### config.mk
export PLATFORM = sky130hd
export DESIGN_NAME = mux4_rr_arbiter
export DESIGN_NICKNAME = d
export VERILOG_FILES = /design/src/rtl/mux4_arb_pkg.sv /design/src/rtl/mux4_rr_arbiter_rr_pick.sv /design/src/rtl/mux4_rr_arbiter.sv
export SDC_FILE = /design/constraint.sdc
export NUM_CORES = 1
export LEC_CHECK = 0
export ABC_AREA = 0
export CAP_MARGIN = 40
export CORE_UTILIZATION = 35
export CTS_BUF_LIST = sky130_fd_sc_hd__clkbuf_2
export DETAILED_ROUTE_END_ITERATION = 8
export MAX_ROUTING_LAYER = met4
export PLACE_DENSITY_LB_ADDON = 0.1
export SYNTH_ARGS = -nofsm -noshare
export SYNTH_HDL_FRONTEND = slang
export SYNTH_SLANG_ARGS = --single-unit
### constraint.sdc
create_clock -name clk -period 4.04 [get_ports clk]
set_input_delay 0.606 -clock clk [delete_from_list [all_inputs] [get_ports clk]]
set_output_delay 0.606 -clock clk [all_outputs]
set_load 0.01 [all_outputs]
### src/rtl/mux4_arb_pkg.sv
// Shared types and helpers for the 4-way round-robin mux select arbiter.
package mux4_arb_pkg;

    localparam int NUM_REQ = 4;
    localparam int IDX_W   = 2;

    typedef enum logic {
        ARB_IDLE  = 1'b0,
        ARB_GRANT = 1'b1
    } arb_state_t;

    // Callers guarantee a one-hot (or zero) argument, so OR-ing indices is exact.
    function automatic logic [IDX_W-1:0] onehot_to_idx(input logic [NUM_REQ-1:0] oh);
        logic [IDX_W-1:0] idx;
        idx = '0;
        for (int i = 0; i < NUM_REQ; i++) begin
            if (oh[i]) idx = idx | IDX_W'(i);
        end
        return idx;
    endfunction

endpackage

### src/rtl/mux4_rr_arbiter_rr_pick.sv
// Combinational round-robin search: first set request strictly after pointer, wrapping.
module rr_pick
    import mux4_arb_pkg::*;
(
    input  logic [NUM_REQ-1:0] req,
    input  logic [IDX_W-1:0]   pointer,
    output logic               found,
    output logic [IDX_W-1:0]   idx
);

    logic [IDX_W-1:0] cand;

    // Offset NUM_REQ wraps back to pointer itself, so the last holder is lowest priority.
    always_comb begin
        found = 1'b0;
        idx   = pointer;
        cand  = pointer;
        for (int i = 1; i <= NUM_REQ; i++) begin
            cand = pointer + IDX_W'(i);
            if (!found && req[cand]) begin
                found = 1'b1;
                idx   = cand;
            end
        end
    end

endmodule

### src/rtl/mux4_rr_arbiter.sv
// Round-robin arbiter driving the selects of a shared 4:1 mux.
// Optional grant tenure limit enabled by defining ARB_TIMEOUT_EN.
module mux4_rr_arbiter
    import mux4_arb_pkg::*;
#(
    parameter int HOLD_MAX = 8,
    parameter int CNT_W    = 8
) (
    input  logic               clk,
    input  logic               rst,
    input  logic [NUM_REQ-1:0] req,
    output logic [NUM_REQ-1:0] gnt,
    output logic               s1,
    output logic               s0,
    output logic               busy,
    output logic               timeout
);

    if (HOLD_MAX < 1 || HOLD_MAX > 255 || (64'(1) << CNT_W) <= 64'(HOLD_MAX)) begin : g_bad_cfg
        $error("mux4_rr_arbiter: HOLD_MAX/CNT_W out of range");
    end

    arb_state_t         state, state_nxt;
    logic [IDX_W-1:0]   ptr, ptr_nxt;
    logic [IDX_W-1:0]   sel, sel_nxt;
    logic [NUM_REQ-1:0] gnt_nxt;
    logic               busy_nxt;
    logic               timeout_nxt;
    logic               pick_found;
    logic [IDX_W-1:0]   pick_idx;
    logic [IDX_W-1:0]   cur;
    logic               limit_hit;

    rr_pick u_pick (
        .req     (req),
        .pointer (ptr),
        .found   (pick_found),
        .idx     (pick_idx)
    );

    assign cur = onehot_to_idx(gnt);

`ifdef ARB_TIMEOUT_EN
    logic [CNT_W-1:0] cnt;

    // Zero throughout IDLE so the count starts fresh on every GRANT entry.
    always_ff @(posedge clk) begin
        if (rst || state == ARB_IDLE) cnt <= '0;
        else                          cnt <= cnt + CNT_W'(1);
    end

    assign limit_hit = (cnt == CNT_W'(HOLD_MAX - 1));
`else
    assign limit_hit = 1'b0;
`endif

    always_comb begin
        state_nxt   = state;
        ptr_nxt     = ptr;
        sel_nxt     = sel;
        gnt_nxt     = gnt;
        busy_nxt    = busy;
        timeout_nxt = 1'b0;
        case (state)
            ARB_IDLE: begin
                gnt_nxt  = '0;
                busy_nxt = 1'b0;
                if (pick_found) begin
                    gnt_nxt   = NUM_REQ'(1) << pick_idx;
                    sel_nxt   = pick_idx;
                    busy_nxt  = 1'b1;
                    state_nxt = ARB_GRANT;
                end
            end
            ARB_GRANT: begin
                // A dropped request wins over the limit: that is a normal release.
                if (!req[cur] || limit_hit) begin
                    gnt_nxt     = '0;
                    busy_nxt    = 1'b0;
                    ptr_nxt     = cur;
                    timeout_nxt = req[cur];
                    state_nxt   = ARB_IDLE;
                end
            end
            default: state_nxt = ARB_IDLE;
        endcase
    end

    always_ff @(posedge clk) begin
        if (rst) begin
            state   <= ARB_IDLE;
            ptr     <= IDX_W'(NUM_REQ - 1);
            sel     <= '0;
            gnt     <= '0;
            busy    <= 1'b0;
            timeout <= 1'b0;
        end else begin
            state   <= state_nxt;
            ptr     <= ptr_nxt;
            sel     <= sel_nxt;
            gnt     <= gnt_nxt;
            busy    <= busy_nxt;
            timeout <= timeout_nxt;
        end
    end

    assign s1 = sel[1];
    assign s0 = sel[0];

endmodule

==> run summary, run 1 <==
status - finished, final reports clean
Top delay family on crit path - buffers and inverters
worst-path fanout max - 7
Cells after Synth - 60
cell-internal power - 0.1717 mW
FILL cells - 135
leading area contributor after synthesis - dfxtp_1
Starting DRT DRC Count - 4
Worst Clk Skew - 1.273 ps
Final #Nets - 81
hold slack - 471.3 ps
synth top area cells - dfxtp_1, a32o_1, a2111oi_4
vias in the first global route - 473
Largest stage delay, worst path - 600 ps
first-pass GRT wire length - 2159 um
Hold WC Path Type - reg -> reg
Flop pwr share - 47.8%
clock slew at reported path FFs - 100 ps
Longest Clk Path Bufs - 2
final setup violation count - 0
Final Worst Setup Slack - 2065 ps
MaxCap Viol Count - 0
Final HPWL DP - 882.7 um
clock sinks - 10
post-synthesis cell type count - 26
clock root cell - clkbuf_2
Die H - 41.66 um
critical path's slowest cell - clkdlybuf4s50_1
leakage power - 0.2705 nW
worst slack, placed - 1858 ps
CP arrival - 1370 ps
DRT antenna net count - 0
area of the die - 1736 um2
final hold violations - 0
Cell Area, Placed - 678.2 um2
pwr/cell area - 369.0 nW/um2
CTS Buf Count - 3
fin. max-slew vios - 0
Setup Buffers After CTS - 0
Starting Density - 39.82%
First-pass DRT Iterations - 4
Warnings, synthesis - 0
gpl congestion - 0.8301
switching power - 0.08543 mW
mapped cell area - 550.5 um2
RSZ-0062 raised after global routing - no
Core Util, Final - 50.41%
Seq cells post-synth - 10
clock share of power - 22.5%
per-cell routed wire length - 13.30 um
clk_lat worst skew - 250 ps
crit share post-route - 48.88%
antenna cells - 0
Max IR drop VDD - 0.1737 mV
CP endpoint kind - output port
R2R setup slack - 2530 ps
overall routing resource usage - 16.85%
grt total ovfl - 0
CP Class - reg -> out
Tot Pwr - 0.2571 mW
Net Count, Synth - 66
final instance area - 696.9 um2
Area growth syn-to-layout - 26.59%
Post-route DRC - 0
Net Sw Frac - 33.22%
PortBufs - 12
setup_tns - 0 ps
Worst Path Buf+Inv - 1
CP Cell Sequence - clkdlybuf4s50_1
non-filler cells, final - 89
Via density - 5.775
share of post-route cells with drive strength above 1 - 9.459%
Mean Syn Cell Area - 9.175 um2
sequential element share of the synthesized area - 36.36%
cts repair resizes - 0
final wirelength - 1184 um
TritonCTS clock tree - built
pin count of the biggest net entering global routing - 10
Combinational Power Share - 29.8%
placed insts - 85
row count - 13
I/O Pins - 14
H-tree Lvls - 1
core box area - 1383 um2
Data required, critical path - 3430 ps
initial antenna violation count - 0
Synth top area share - 36.36%
min Tclk post-route - 1975 ps
CTS Hold Buffers Added - 0
crit path launch type - flip-flop
Die X - 41.66 um
f_max - 506.4 MHz
vias post-DR - 514
[logic make-up (layout without fill, tap and decap cells)]
group           count (synthesis)  in the layout  share of synthesized area [%]
buf+inv                         4             18                          3.409
simple gates                   21             21                          22.27
mux                             1              1                          1.818
other cells                     1              1                         0.6812
compound gates                 23             23                          35.46
flops                          10             10                          36.36
[sequential cells by signal, summed over array words and instances, names as in the netlist]
name,count
busy,1
gnt,4
ptr,2
sel,2
state,1
[Yosys cell counts (all sizes together)]
master and instances:
a2111oi 1, a211oi 1, a21o 3, a21oi 4, a221o 1, a221oi 1, a2bb2oi 1, a32o 4
buf 1, clkbuf 1, conb 1, dfxtp 10, inv 2, mux2i 1, nand2 2, nand2b 2
nor2 7, nor2b 5, nor3 3, nor4 1, o211ai 1, o21a 2, o21ai 3, o31ai 1
or3 1
[cell type report]
type,count,area (um2),share of cell area [%]
multi-input combinational,46,331.6,47.58
clock buffer,3,15.01,2.154
tap,15,18.77,2.693
timing repair buffer,12,120.1,17.24
clock inverter,1,3.754,0.5386
sequential,10,200.2,28.73
inverter,2,7.507,1.077
[final timing paths]
kind / cells past startpoint / end / from
min: 2 / sel[1] / sel[1]
max reg2reg: 4 / gnt[3] / gnt[1]
max: 1 / gnt[1] / gnt[1]
min reg2reg: 2 / sel[1] / sel[1]
[placed cells by master (no fill, tap or decap)]
cell type	instances
clkdlybuf4s50_1	12
dfxtp_1	10
nor2_1	7
nor2b_1	4
a32o_1	4
a21oi_1	4
o21ai_0	3
nor3_1	3
a21o_1	3
clkbuf_2	3
inv_1	2
nand2b_1	2
o21a_1	2
nand2_1	2
a221oi_1	1
nor2b_2	1
a2111oi_4	1
nor4_4	1
o211ai_1	1
a221o_1	1
o31ai_2	1
mux2i_1	1
a211oi_1	1
or3_1	1
a2bb2oi_1	1
conb_1	1
clkinv_1	1
[power groups by stage]
| stage | sequential (mW) | clock (mW) | combinational, mW |
|---|---|---|---|
| 2_1_floorplan | 0.126 | 0 | 0.0459 |
| 4_1_cts | 0.123 | 0.0607 | 0.0769 |
| 3_3_place_gp | 0.125 | 0 | 0.0771 |
| 5_1_grt | 0.125 | 0.0666 | 0.0845 |
| 6_report | 0.123 | 0.0577 | 0.0765 |
| 3_5_place_dp | 0.125 | 0 | 0.0766 |
[metal layers]
metal  track usage [%]  vias to the layer above  wire (um)  share of wire, %
li1                  -                      255          -                 -
met1             21.60                      240        614                52
met2             22.81                       15        491                41
met3             6.957                        4         59               5.0
met4             7.742                        0         19               1.6
met5                 -                        -          0                 0
Power figures use the tool's default switching activity.
==> run 2: changes to the inputs <==
==> constraint.sdc (replaced) <==
create_clock -name clk -period 1.76 [get_ports clk]
set_input_delay 0.264 -clock clk [delete_from_list [all_inputs] [get_ports clk]]
set_output_delay 0.264 -clock clk [all_outputs]
set_load 0.01 [all_outputs]
==> run summary, run 2 (synthesis results as in run 1) <==
final setup violation count - 0
First-pass DRT Iterations - 4
worst-path fanout max - 7
Starting Density - 39.82%
hold endpoint - sel[1]
Hold Path Origin - sel[1]
row count - 13
CTS Buf Count - 3
Tot Pwr - 0.6133 mW
Longest Clk Path Bufs - 2
R2R setup slack - 250 ps
CP arrival - 1370 ps
first-pass GRT wire length - 2332 um
initial antenna violation count - 0
TritonCTS clock tree - built
switching power - 0.2084 mW
commonest cells after routing, fill and taps aside - clkdlybuf4s50_1, dfxtp_1, nor2_1
RSZ-0062 raised after global routing - no
CP Class - reg -> out
per-cell routed wire length - 14.04 um
Flop pwr share - 46.2%
R2R Path End - gnt[0]
overall routing resource usage - 18.52%
Largest stage delay, worst path - 600 ps
Cell Area, Placed - 715.7 um2
share of post-route cells with drive strength above 1 - 15.19%
Final Worst Setup Slack - 129.2 ps
Post-route DRC - 0
Setup Buffers After CTS - 0
Top delay family on crit path - buffers and inverters
clock root cell - clkbuf_2
placed insts - 90
CP Cell Sequence - clkdlybuf4s50_1
I/O Pins - 14
worst slack, placed - -60.07 ps
Net Sw Frac - 33.98%
clock slew at reported path FFs - 110 ps
vias post-DR - 527
Max IR drop VDD - 0.5355 mV
Area growth syn-to-layout - 33.41%
final wirelength - 1320 um
non-filler cells, final - 94
crit path launch type - flip-flop
worst r2r src - gnt[1]
Final HPWL DP - 934.8 um
clk_lat worst skew - 270 ps
cts repair resizes - 0
H-tree Lvls - 1
Via density - 5.606
Final #Nets - 86
pin count of the biggest net entering global routing - 8
final hold violations - 0
Worst Path Buf+Inv - 1
Largest Register - gnt
Hold WC Path Type - reg -> reg
clock share of power - 22.9%
min Tclk post-route - 1631 ps
Worst Clk Skew - 11.46 ps
clock sinks - 10
CTS Hold Buffers Added - 0
R2R depth - 4
cell-internal power - 0.4049 mW
Starting DRT DRC Count - 14
WHS Path Cells - 2
area of the die - 1736 um2
Combinational Power Share - 31.0%
grt total ovfl - 0
crit share post-route - 92.66%
antenna cells - 0
final instance area - 734.5 um2
MaxCap Viol Count - 0
leakage power - 0.2951 nW
fin. max-slew vios - 0
setup_tns - 0 ps
status - finished, final reports clean
DRT antenna net count - 0
vias in the first global route - 510
pwr/cell area - 835.1 nW/um2
hold slack - 470.2 ps
max reg flops - 4
f_max - 613.2 MHz
Die X - 41.66 um
PortBufs - 12
critical path's slowest cell - clkdlybuf4s50_1
Core Util, Final - 53.12%
Die H - 41.66 um
CP endpoint kind - output port
Regs by FF count - gnt (4), ptr (2), sel (2)
core box area - 1383 um2
commonest non-fill, non-tap cell in the layout - clkdlybuf4s50_1
Data required, critical path - 1500 ps
gpl congestion - 0.8201
## run 2: cell count changes in the layout (fill, tap and decap cells not counted), sizes merged
| cell | before | now |
|---|---|---|
| buf | 0 | 5 |
## run 2: worst max path at each step
stage | startpoint | endpoint | depth (start not counted)
after floorplan | gnt[1] | gnt[3] | 4
after global placement | req[0] | gnt[3] | 5
after detailed placement | req[0] | gnt[3] | 5
after CTS | gnt[1] | gnt[1] | 1
after global routing | gnt[1] | gnt[1] | 1
final | gnt[1] | gnt[1] | 1
## run 2: power by group through the flow
stage / registers (mW) / clock network, mW / logic [mW]
floorplan: 0.289 / 0 / 0.105
global placement: 0.287 / 0 / 0.189
detailed placement: 0.288 / 0 / 0.188
CTS: 0.283 / 0.142 / 0.191
global route: 0.288 / 0.150 / 0.207
finish: 0.283 / 0.140 / 0.190
## run 2: final cells by class
cell class,count,area (um2)
Clock inverter,1,3.754
Multi-Input combinational cell,46,331.6
Tap cell,15,18.77
Inverter,2,7.507
Sequential cell,10,200.2
Clock buffer,3,15.01
Timing Repair Buffer,17,157.7
Fill cell,132,648.1
## run 2: worst reg2reg max path, cell delays in order (launching register included)
cell and delay, ps:
dfxtp_1 510, nor2b_2 90, a2111oi_4 490, nor4_4 110, a32o_1 210
## run 2: metal layers
metal / vias up / part of all wire (%) / GRT usage, % / wire length, um
li1: 261 / - / - / -
met4: 0 / 2.6 / 10.97 / 34
met3: 4 / 5.8 / 6.087 / 76
met2: 15 / 39 / 24.38 / 521
met1: 247 / 52 / 24.27 / 687
met5: - / 0 / - / 0
